File: config.mk
export PLATFORM = sky130hd
export DESIGN_NAME = alu_muldiv_flat
export DESIGN_NICKNAME = d
export VERILOG_FILES = /design/src/rtl/alu_muldiv_if.sv /design/src/rtl/alu_muldiv.sv /design/src/flat_wrapper.sv
export SDC_FILE = /design/constraint.sdc
export NUM_CORES = 1
export LEC_CHECK = 0
export ABC_AREA = 0
export BUFFER_PORTS_ARGS = -buffer_cell sky130_fd_sc_hd__clkbuf_2
export CAP_MARGIN = 20
export CORE_ASPECT_RATIO = 2
export CORE_UTILIZATION = 63
export DETAILED_ROUTE_END_ITERATION = 7
export PLACE_DENSITY_LB_ADDON = 0.25
export SYNTH_ARGS = -nofsm -noshare
export SYNTH_HDL_FRONTEND = slang
export SYNTH_SLANG_ARGS = --single-unit
File: constraint.sdc
create_clock -name clk -period 4.1 [get_ports clk]
set_clock_uncertainty 0.05 [all_clocks]
set_input_delay 0.615 -clock clk [delete_from_list [all_inputs] [get_ports clk]]
set_output_delay 0.615 -clock clk [all_outputs]
set_load 0.03 [all_outputs]
File: src/rtl/alu_muldiv_if.sv
// alu_muldiv_if: request/response bundle for the execute-stage ALU with mul/div.
//   master : drives valid_in, func_code, a, b; observes ready_out and the result side
//   slave  : the ALU itself; drives ready_out, valid_out, result, zero, overflow,
//            illegal, hi, lo
interface alu_muldiv_if #(
  parameter int unsigned WIDTH = 32
);
  logic             valid_in;
  logic             ready_out;
  logic [5:0]       func_code;
  logic [WIDTH-1:0] a;
  logic [WIDTH-1:0] b;
  logic             valid_out;
  logic [WIDTH-1:0] result;
  logic             zero;
  logic             overflow;
  logic             illegal;
  logic [WIDTH-1:0] hi;
  logic [WIDTH-1:0] lo;

  modport master (
    output valid_in, func_code, a, b,
    input  ready_out, valid_out, result, zero, overflow, illegal, hi, lo
  );

  modport slave (
    input  valid_in, func_code, a, b,
    output ready_out, valid_out, result, zero, overflow, illegal, hi, lo
  );
endinterface

File: src/rtl/alu_muldiv.sv
// alu_muldiv: R-type ALU with registered result/flags and an iterative
// multiply/divide unit owning the architectural HI/LO registers.
//   clk, rst_n : clock (rising edge), asynchronous active-low reset
//   bus        : slave side of alu_muldiv_if (request a/b/func_code with
//                valid_in/ready_out, registered result/flags with a one-cycle
//                valid_out pulse, HI/LO always visible)
module alu_muldiv #(
  parameter int unsigned WIDTH = 32
) (
  input  logic       clk,
  input  logic       rst_n,
  alu_muldiv_if.slave bus
);

  localparam int unsigned CNT_W = $clog2(WIDTH) + 1;
  localparam int unsigned MSB   = WIDTH - 1;

  localparam logic [5:0] F_ADD   = 6'b100000;
  localparam logic [5:0] F_ADDU  = 6'b100001;
  localparam logic [5:0] F_SUB   = 6'b100010;
  localparam logic [5:0] F_SUBU  = 6'b100011;
  localparam logic [5:0] F_AND   = 6'b100100;
  localparam logic [5:0] F_OR    = 6'b100101;
  localparam logic [5:0] F_XOR   = 6'b100110;
  localparam logic [5:0] F_NOR   = 6'b100111;
  localparam logic [5:0] F_SLT   = 6'b101010;
  localparam logic [5:0] F_SLTU  = 6'b101011;
  localparam logic [5:0] F_MFHI  = 6'b010000;
  localparam logic [5:0] F_MTHI  = 6'b010001;
  localparam logic [5:0] F_MFLO  = 6'b010010;
  localparam logic [5:0] F_MTLO  = 6'b010011;
  localparam logic [5:0] F_MULT  = 6'b011000;
  localparam logic [5:0] F_MULTU = 6'b011001;
  localparam logic [5:0] F_DIV   = 6'b011010;
  localparam logic [5:0] F_DIVU  = 6'b011011;

  typedef enum logic [1:0] {S_IDLE, S_MUL, S_DIV, S_DONE} state_e;

  state_e               state_q;
  logic [CNT_W-1:0]     cnt_q;
  logic [2*WIDTH-1:0]   acc_q;     // mul: {partial hi, multiplier}; div: {remainder, quotient}
  logic [WIDTH-1:0]     opnd_q;    // multiplicand / divisor magnitude
  logic                 neg_q;     // negate product / quotient at the end
  logic                 negr_q;    // negate remainder at the end
  logic                 div0_q;
  logic                 is_mul_q;
  logic                 valid_q;
  logic [WIDTH-1:0]     result_q;
  logic                 zero_q;
  logic                 ovf_q;
  logic                 ill_q;
  logic [WIDTH-1:0]     hi_q;
  logic [WIDTH-1:0]     lo_q;

  logic                 accept;
  logic                 sgn;
  logic [WIDTH-1:0]     mag_a;
  logic [WIDTH-1:0]     mag_b;
  logic [WIDTH-1:0]     sum_d;
  logic [WIDTH-1:0]     dif_d;
  logic [WIDTH-1:0]     alu_res_d;
  logic                 alu_ovf_d;
  logic                 alu_ill_d;
  logic                 wr_hi_d;
  logic                 wr_lo_d;
  logic                 start_mul_d;
  logic                 start_div_d;
  logic [WIDTH:0]       mul_sum;
  logic [2*WIDTH-1:0]   mul_nxt;
  logic [WIDTH:0]       div_cand;
  logic                 div_ge;
  logic [WIDTH-1:0]     div_sub;
  logic [2*WIDTH-1:0]   div_nxt;
  logic [2*WIDTH-1:0]   prod;
  logic [WIDTH-1:0]     fin_hi_d;
  logic [WIDTH-1:0]     fin_lo_d;

  assign accept        = bus.valid_in && (state_q == S_IDLE);
  assign bus.ready_out = (state_q == S_IDLE);
  assign bus.valid_out = valid_q;
  assign bus.result    = result_q;
  assign bus.zero      = zero_q;
  assign bus.overflow  = ovf_q;
  assign bus.illegal   = ill_q;
  assign bus.hi        = hi_q;
  assign bus.lo        = lo_q;

  // Signed variants (MULT, DIV) have func_code[0] clear.
  assign sgn   = ~bus.func_code[0];
  assign mag_a = (sgn && bus.a[MSB]) ? -bus.a : bus.a;
  assign mag_b = (sgn && bus.b[MSB]) ? -bus.b : bus.b;

  // Single-cycle ALU decode.
  always_comb begin
    sum_d       = bus.a + bus.b;
    dif_d       = bus.a - bus.b;
    alu_res_d   = '0;
    alu_ovf_d   = 1'b0;
    alu_ill_d   = 1'b0;
    wr_hi_d     = 1'b0;
    wr_lo_d     = 1'b0;
    start_mul_d = 1'b0;
    start_div_d = 1'b0;
    case (bus.func_code)
      F_ADD: begin
        alu_res_d = sum_d;
        alu_ovf_d = (bus.a[MSB] == bus.b[MSB]) && (sum_d[MSB] != bus.a[MSB]);
      end
      F_ADDU: alu_res_d = sum_d;
      F_SUB: begin
        alu_res_d = dif_d;
        alu_ovf_d = (bus.a[MSB] != bus.b[MSB]) && (dif_d[MSB] != bus.a[MSB]);
      end
      F_SUBU:  alu_res_d = dif_d;
      F_AND:   alu_res_d = bus.a & bus.b;
      F_OR:    alu_res_d = bus.a | bus.b;
      F_XOR:   alu_res_d = bus.a ^ bus.b;
      F_NOR:   alu_res_d = ~(bus.a | bus.b);
      F_SLT:   alu_res_d = WIDTH'($signed(bus.a) < $signed(bus.b));
      F_SLTU:  alu_res_d = WIDTH'(bus.a < bus.b);
      F_MFHI:  alu_res_d = hi_q;
      F_MFLO:  alu_res_d = lo_q;
      F_MTHI: begin
        alu_res_d = bus.a;
        wr_hi_d   = 1'b1;
      end
      F_MTLO: begin
        alu_res_d = bus.a;
        wr_lo_d   = 1'b1;
      end
      F_MULT, F_MULTU: start_mul_d = 1'b1;
      F_DIV,  F_DIVU:  start_div_d = 1'b1;
      default: alu_ill_d = 1'b1;
    endcase
  end

  // One shift-add step: add multiplicand into the upper half when the
  // multiplier LSB is set, then shift the whole accumulator right.
  always_comb begin
    mul_sum = {1'b0, acc_q[2*WIDTH-1:WIDTH]} + (acc_q[0] ? {1'b0, opnd_q} : '0);
    mul_nxt = {mul_sum, acc_q[WIDTH-1:1]};
  end

  // One restoring-division step: shift the next dividend bit into the
  // remainder, subtract the divisor if it fits, shift in the quotient bit.
  always_comb begin
    div_cand = {acc_q[2*WIDTH-1:WIDTH], acc_q[WIDTH-1]};
    div_ge   = (div_cand >= {1'b0, opnd_q});
    div_sub  = div_cand[WIDTH-1:0] - opnd_q;
    div_nxt  = div_ge ? {div_sub, acc_q[WIDTH-2:0], 1'b1}
                      : {div_cand[WIDTH-1:0], acc_q[WIDTH-2:0], 1'b0};
  end

  // Sign correction of the finished magnitudes. Divide-by-zero yields an
  // all-ones quotient; the remainder naturally equals the dividend.
  always_comb begin
    prod = neg_q ? -acc_q : acc_q;
    if (is_mul_q) begin
      fin_hi_d = prod[2*WIDTH-1:WIDTH];
      fin_lo_d = prod[WIDTH-1:0];
    end else begin
      fin_hi_d = negr_q ? -acc_q[2*WIDTH-1:WIDTH] : acc_q[2*WIDTH-1:WIDTH];
      fin_lo_d = div0_q ? '1 : (neg_q ? -acc_q[WIDTH-1:0] : acc_q[WIDTH-1:0]);
    end
  end

  // Control FSM and all architectural/output registers.
  always_ff @(posedge clk or negedge rst_n) begin
    if (!rst_n) begin
      state_q  <= S_IDLE;
      cnt_q    <= '0;
      acc_q    <= '0;
      opnd_q   <= '0;
      neg_q    <= 1'b0;
      negr_q   <= 1'b0;
      div0_q   <= 1'b0;
      is_mul_q <= 1'b0;
      valid_q  <= 1'b0;
      result_q <= '0;
      zero_q   <= 1'b0;
      ovf_q    <= 1'b0;
      ill_q    <= 1'b0;
      hi_q     <= '0;
      lo_q     <= '0;
    end else begin
      valid_q <= 1'b0;
      case (state_q)
        S_IDLE: begin
          if (accept) begin
            cnt_q <= '0;
            if (start_mul_d) begin
              acc_q    <= {{WIDTH{1'b0}}, mag_a};
              opnd_q   <= mag_b;
              neg_q    <= sgn && (bus.a[MSB] ^ bus.b[MSB]);
              negr_q   <= 1'b0;
              div0_q   <= 1'b0;
              is_mul_q <= 1'b1;
              state_q  <= S_MUL;
            end else if (start_div_d) begin
              acc_q    <= {{WIDTH{1'b0}}, mag_a};
              opnd_q   <= mag_b;
              neg_q    <= sgn && (bus.a[MSB] ^ bus.b[MSB]);
              negr_q   <= sgn && bus.a[MSB];
              div0_q   <= (bus.b == '0);
              is_mul_q <= 1'b0;
              state_q  <= S_DIV;
            end else begin
              valid_q  <= 1'b1;
              result_q <= alu_res_d;
              zero_q   <= (alu_res_d == '0);
              ovf_q    <= alu_ovf_d;
              ill_q    <= alu_ill_d;
              if (wr_hi_d) hi_q <= bus.a;
              if (wr_lo_d) lo_q <= bus.a;
            end
          end
        end
        S_MUL: begin
          acc_q <= mul_nxt;
          cnt_q <= cnt_q + CNT_W'(1);
          if (cnt_q == CNT_W'(WIDTH - 1)) state_q <= S_DONE;
        end
        S_DIV: begin
          acc_q <= div_nxt;
          cnt_q <= cnt_q + CNT_W'(1);
          if (cnt_q == CNT_W'(WIDTH - 1)) state_q <= S_DONE;
        end
        S_DONE: begin
          hi_q     <= fin_hi_d;
          lo_q     <= fin_lo_d;
          result_q <= fin_lo_d;
          zero_q   <= (fin_lo_d == '0);
          ovf_q    <= 1'b0;
          ill_q    <= 1'b0;
          valid_q  <= 1'b1;
          state_q  <= S_IDLE;
        end
        default: state_q <= S_IDLE;
      endcase
    end
  end

endmodule

File: src/flat_wrapper.sv
// flat-port wrapper written by rule: the top's interface ports become plain ports
module alu_muldiv_flat 
#(
  parameter int unsigned WIDTH = 32
)
  (clk, rst_n, bus_valid_in, bus_func_code, bus_a, bus_b, bus_ready_out, bus_valid_out, bus_result, bus_zero, bus_overflow, bus_illegal, bus_hi, bus_lo);
  alu_muldiv_if #(.WIDTH(WIDTH)) bus_i ();
  input  logic clk;
  input  logic rst_n;
  input wire logic [$bits(bus_i.valid_in)-1:0] bus_valid_in;
  input wire logic [$bits(bus_i.func_code)-1:0] bus_func_code;
  input wire logic [$bits(bus_i.a)-1:0] bus_a;
  input wire logic [$bits(bus_i.b)-1:0] bus_b;
  output wire logic [$bits(bus_i.ready_out)-1:0] bus_ready_out;
  output wire logic [$bits(bus_i.valid_out)-1:0] bus_valid_out;
  output wire logic [$bits(bus_i.result)-1:0] bus_result;
  output wire logic [$bits(bus_i.zero)-1:0] bus_zero;
  output wire logic [$bits(bus_i.overflow)-1:0] bus_overflow;
  output wire logic [$bits(bus_i.illegal)-1:0] bus_illegal;
  output wire logic [$bits(bus_i.hi)-1:0] bus_hi;
  output wire logic [$bits(bus_i.lo)-1:0] bus_lo;
  assign bus_i.valid_in = bus_valid_in;
  assign bus_i.func_code = bus_func_code;
  assign bus_i.a = bus_a;
  assign bus_i.b = bus_b;
  assign bus_ready_out = bus_i.ready_out;
  assign bus_valid_out = bus_i.valid_out;
  assign bus_result = bus_i.result;
  assign bus_zero = bus_i.zero;
  assign bus_overflow = bus_i.overflow;
  assign bus_illegal = bus_i.illegal;
  assign bus_hi = bus_i.hi;
  assign bus_lo = bus_i.lo;
  alu_muldiv #(.WIDTH(WIDTH)) u_core (.clk(clk), .rst_n(rst_n), .bus(bus_i));
endmodule
==> impl_metrics.ini, run 1 <==
[yosys]
synth_edf_count = 0
syn_area_um2 = 22000
ys_warn_count = 0
avgSynthCellArea_um2 = 7.54
async_flop_share = 1.00
syn-num-nets = 3166
ys_ff_latch = 208
synth_flop_cell = dfrtp_1
seq_area_frac_synth = 0.237
synthCells = 2913
ys_types = 85

[status]
first-error = [ERROR GRT-0116] Global routing finished with congestion. Check the congestion regions in the DRC Viewer.
lastStage = global routing (5_1_grt)
status = did not finish

[floorplan]
dieHeight_um = 266
num_io_pins = 174
initial_core_util = 0.640
std_cell_rows = 96
die_w_um = 134

[cts]
cts_hold_buf = 0
clock-sinks = 208
htree_levels = 1
clockBufferDepth = 3
cts_made_buffers = 23
cts-root-buf = clkbuf_16
cts_setup_buffers = 0

[global_route]
grt_use_total = 0.671
first_global_vias = 28000
grt_overflow_total = 42
grt_max_degree = 115
grt_pass1_wl_um = 178000

[placed_design]
portBuffers = 173
dpl.hpwl_um = 82800
place.gp.congestion = 1.14
-- Yosys cell counts, types with 15 or more instances --
master,count,area [µm²]
nor2_1,282,1060
a31oi_1,35,219
nor2b_1,28,175
a221o_1,16,160
a211oi_1,42,315
o221ai_1,21,184
dfrtp_1,208,5200
o21ai_1,16,80.1
ha_1,176,2200
buf_2,15,75.1
a22oi_1,69,518
buf_1,18,67.6
mux2i_1,82,821
nand2_1,295,1110
o21ai_0,283,1420
o31ai_1,22,165
nor3_1,60,300
nand3_1,42,210
nor4_1,27,169
and3_1,22,138
xor2_1,43,377
clkbuf_1,150,563
nand2b_1,27,169
o21a_1,17,128
a21oi_1,217,1090
a21o_1,88,661
nand4_1,29,181
inv_1,150,563
xnor2_1,181,1590
or3_1,15,93.8
o22ai_1,24,150
-- what timing repair did --
action,in CTS
gates cloned,1
endpoints found under the setup margin,2
resized for setup,1
pin swaps,1
-- metal layers --
layer  overflow  track usage
met1          0        0.667
met2         21        0.935
met3          0        0.362
met4         21        0.743
met5          0       0.0199
-- through the flow --
step                      instances  setup slack (ns)  cell area (µm²)  setup TNS [ns]
after floorplan                2913             0.113            22000               0
after global placement         3685            -0.261            25400           -1.06
after detailed placement       3685            -0.328            25400           -1.42
after CTS                      3728           0.00618            26200               0
-- cells by family after synthesis --
kind of cell / after synthesis / share of synthesized area
AOI/OAI and AO/OA: 983 / 0.285
and+or+nand+nor: 892 / 0.187
buffers and inverters: 343 / 0.0607
xor gates and xnor gates: 224 / 0.0893
DFF: 208 / 0.237
adders and majority gates: 180 / 0.104
muxes: 83 / 0.0379
==> run 2, diff against run 1 <==
--- a/config.mk
+++ b/config.mk
@@ -8,10 +8,9 @@
 export ABC_AREA = 0
 export BUFFER_PORTS_ARGS = -buffer_cell sky130_fd_sc_hd__clkbuf_2
 export CAP_MARGIN = 20
-export CORE_ASPECT_RATIO = 2
-export CORE_UTILIZATION = 63
+export CORE_UTILIZATION = 40
 export DETAILED_ROUTE_END_ITERATION = 7
-export PLACE_DENSITY_LB_ADDON = 0.25
+export PLACE_DENSITY_LB_ADDON = 0.15
 export SYNTH_ARGS = -nofsm -noshare
 export SYNTH_HDL_FRONTEND = slang
 export SYNTH_SLANG_ARGS = --single-unit
==> run 2 against run 1 <==
Compared with the run above:
- the flow now finishes, with violations (hold timing)
- area after synthesis unchanged
- synthesized cell count stayed put
==> impl_metrics.ini, run 2 <==
[yosys]
synth_most_common_cell = nand2_1
synth_area_leaders = dfrtp_1 (24%), ha_1 (10%), xnor2_1 (7.2%)
synth_xor_area_frac = 0.0893
yosys.area_share.simple = 0.187
avgSynthCellArea_um2 = 7.54
synthAdderAreaFrac = 0.104
syn-num-nets = 3166
synthTopCellsByCount = nand2_1 (295), o21ai_0 (283), nor2_1 (282), a21oi_1 (217), dfrtp_1 (208)
synthMuxAreaShare = 0.0379
ys_types = 85
syn_area_um2 = 22000
synth-compound-area-share = 0.285
async_flop_share = 1.00
ys_ff_latch = 208
seq_area_frac_synth = 0.237
synthCells = 2913
synth_flop_cell = dfrtp_1
yosysTopAreaCell = dfrtp_1
ys_warn_count = 0
synth_top_area_share = 0.237
synth_top_family_by_area = compound AO/OA/AOI/OAI gates
synth_edf_count = 0

[global_route]
grt_use_total = 0.380
grt_pass1_wl_um = 158000
grt_max_degree = 87
antenna_found_initial = 4
first_global_vias = 23300
grt_overflow_total = 0

[cts]
clockBufferDepth = 3
path_clk_slew_ns = 0.06
cts_made_buffers = 27
cts-root-buf = clkbuf_16
cts_tree = built
clk_latency_ns = 0.60
cts_hold_buf = 0
clock-sinks = 208
htree_levels = 1

[final_layout]
fin_nets = 3571
drive_gt1_frac = 0.195
finalCoreUtilization = 0.502
area_delta_synth_final_pct = 23.3
final_cell_area_um2 = 27100
layout_common_cells = buf_4 (383), nand2_1 (295), nor2_1 (281), o21ai_0 (281), a21oi_1 (215)
layout_commonest_cell = buf_4
top_register = u_core.acc_q
largest_register_ffs = 64

[worst_setup_path]
reg2reg_depth = 17
worstSetupStartpoint = u_core.opnd_q[10]
crit_arrival_ns = 4.39
timing.rr.end = u_core.acc_q[32]
startpoint_type = flip-flop
crit_path_max_fanout = 3
timing_worst_setup_path_type = flip-flop to flip-flop
cp_data_required_time_ns = 4.49
critPathCaptureType = flip-flop
rrSetupSlack_ns = 0.1
rr_startpoint = u_core.opnd_q[10]

[timing]
maxSlewHeadroom = 0.283
whs_ns = -0.0409
slew_violations = 0
worst_slew_pin_slew_ns = 1.06
finalSetupViolCount = 0
fmax_mhz = 250
finalCritPeriodShare = 0.976
fin_crit_ns = 4.00
finalHoldViolations = 14

[placed_design]
placed_area_um2 = 26100
dpl.hpwl_um = 86900
portBuffers = 173
place.gp.congestion = 1.01

[floorplan]
std_cell_rows = 85
dieHeight_um = 236
dieArea_um2 = 55900
core_um2 = 54000
initial_core_util = 0.407
die_w_um = 236
num_io_pins = 174

[pwr]
ir_worst_vdd_v = 0.000633
p_leak_nw = 13.0
power_density_nw_per_um2 = 741

[worst_hold_path]
hold_class = primary input to asynchronous set/reset pin

[route]
dr.pass1.iters = 6
ant_nets = 0
dr.first_iter.drc_count = 2332
postRouteWirelength_um = 109000
viasPerCell = 6.07
drc = 0
routedWlPerCell_um = 26.9
via_count = 24500

[status]
violations = hold timing
status = finished with violations

[run]
maxCapViolations = 0
==> run 2: metrics by stage <==
step | std cells | power [mW] | setup slack [ns] | setup TNS, ns
final | 4036 | 20.1 | 0.0991 | 0
after global routing | 4035 | 21.3 | -0.0363 | -0.151
after CTS | 4028 | 19.5 | 0.00219 | 0
after detailed placement | 3978 | 17.0 | -0.373 | -1.84
after global placement | 3978 | 16.9 | -0.400 | -1.72
after floorplan | 2913 | 12.2 | 0.113 | 0
==> run 2: layout make-up <==
cell class                 instances  area, µm²
sequential                       208       5210
clock inverter                    11        106
timing repair buffer             567       4010
tap                              696        871
multi-input combinational       2362      15600
antenna                            1       2.50
fill                            5491      26900
clock buffer                      39        781
inverter                         152        572
==> run 2: cells by family (layout without fill, tap and decap cells) <==
kind of cell / Yosys count / after routing
xor gates and xnor gates: 224 / 224
other: 0 / 1
DFF: 208 / 208
muxes: 83 / 83
and+or+nand+nor: 892 / 892
AOI/OAI and AO/OA: 983 / 983
buffers and inverters: 343 / 769
adders and majority gates: 180 / 180
==> run 2: what timing repair did <==
action / CTS / global route
setup buffers: 0 / 5
pin swaps: 0 / 2
gates cloned: 0 / 1
resized for setup: 2 / 12
endpoints found under the setup margin: 3 / 35
==> run 2: critical path, stage by stage (launching register included) <==
cell	delay (ns)
dfrtp_1	0.38
inv_1	0.08
ha_1	0.31
a21o_1	0.21
a21o_1	0.18
a21o_1	0.20
or4_1	0.42
o21a_1	0.27
o2bb2ai_2	0.19
o41ai_2	0.51
o21ai_2	0.16
a41oi_4	0.19
buf_4	0.20
buf_4	0.12
nor2_1	0.03
a21oi_1	0.11
buf_4	0.17
o21ai_0	0.08
==> run 2: worst max-delay path by stage <==
| stage | end | slack (ns) | depth (start not counted) |
|---|---|---|---|
| 2_1_floorplan | u_core.bus.result[30] | 0.11 | 15 |
| 3_3_place_gp | u_core.bus.zero | -0.40 | 16 |
| 3_5_place_dp | u_core.bus.result[31] | -0.37 | 18 |
| 4_1_cts | u_core.acc_q[39] | 0.002 | 15 |
| 5_1_grt | u_core.acc_q[39] | -0.04 | 16 |
| 6_report | u_core.acc_q[32] | 0.1 | 17 |
==> run 2: power breakdown <==
group          internal (mW)  switching [mW]
clock                   1.39            1.07
sequential              2.94            1.12
combinational           5.00            8.57
==> run 2: per-layer routing <==
metal	track usage	vias to the layer above	routed length, µm
li1	-	11300	-
met1	0.495	12000	45700
met2	0.636	1050	50700
met3	0.0564	158	7660
met4	0.132	2	4520
met5	0	-	13
Power figures use the tool's default switching activity.
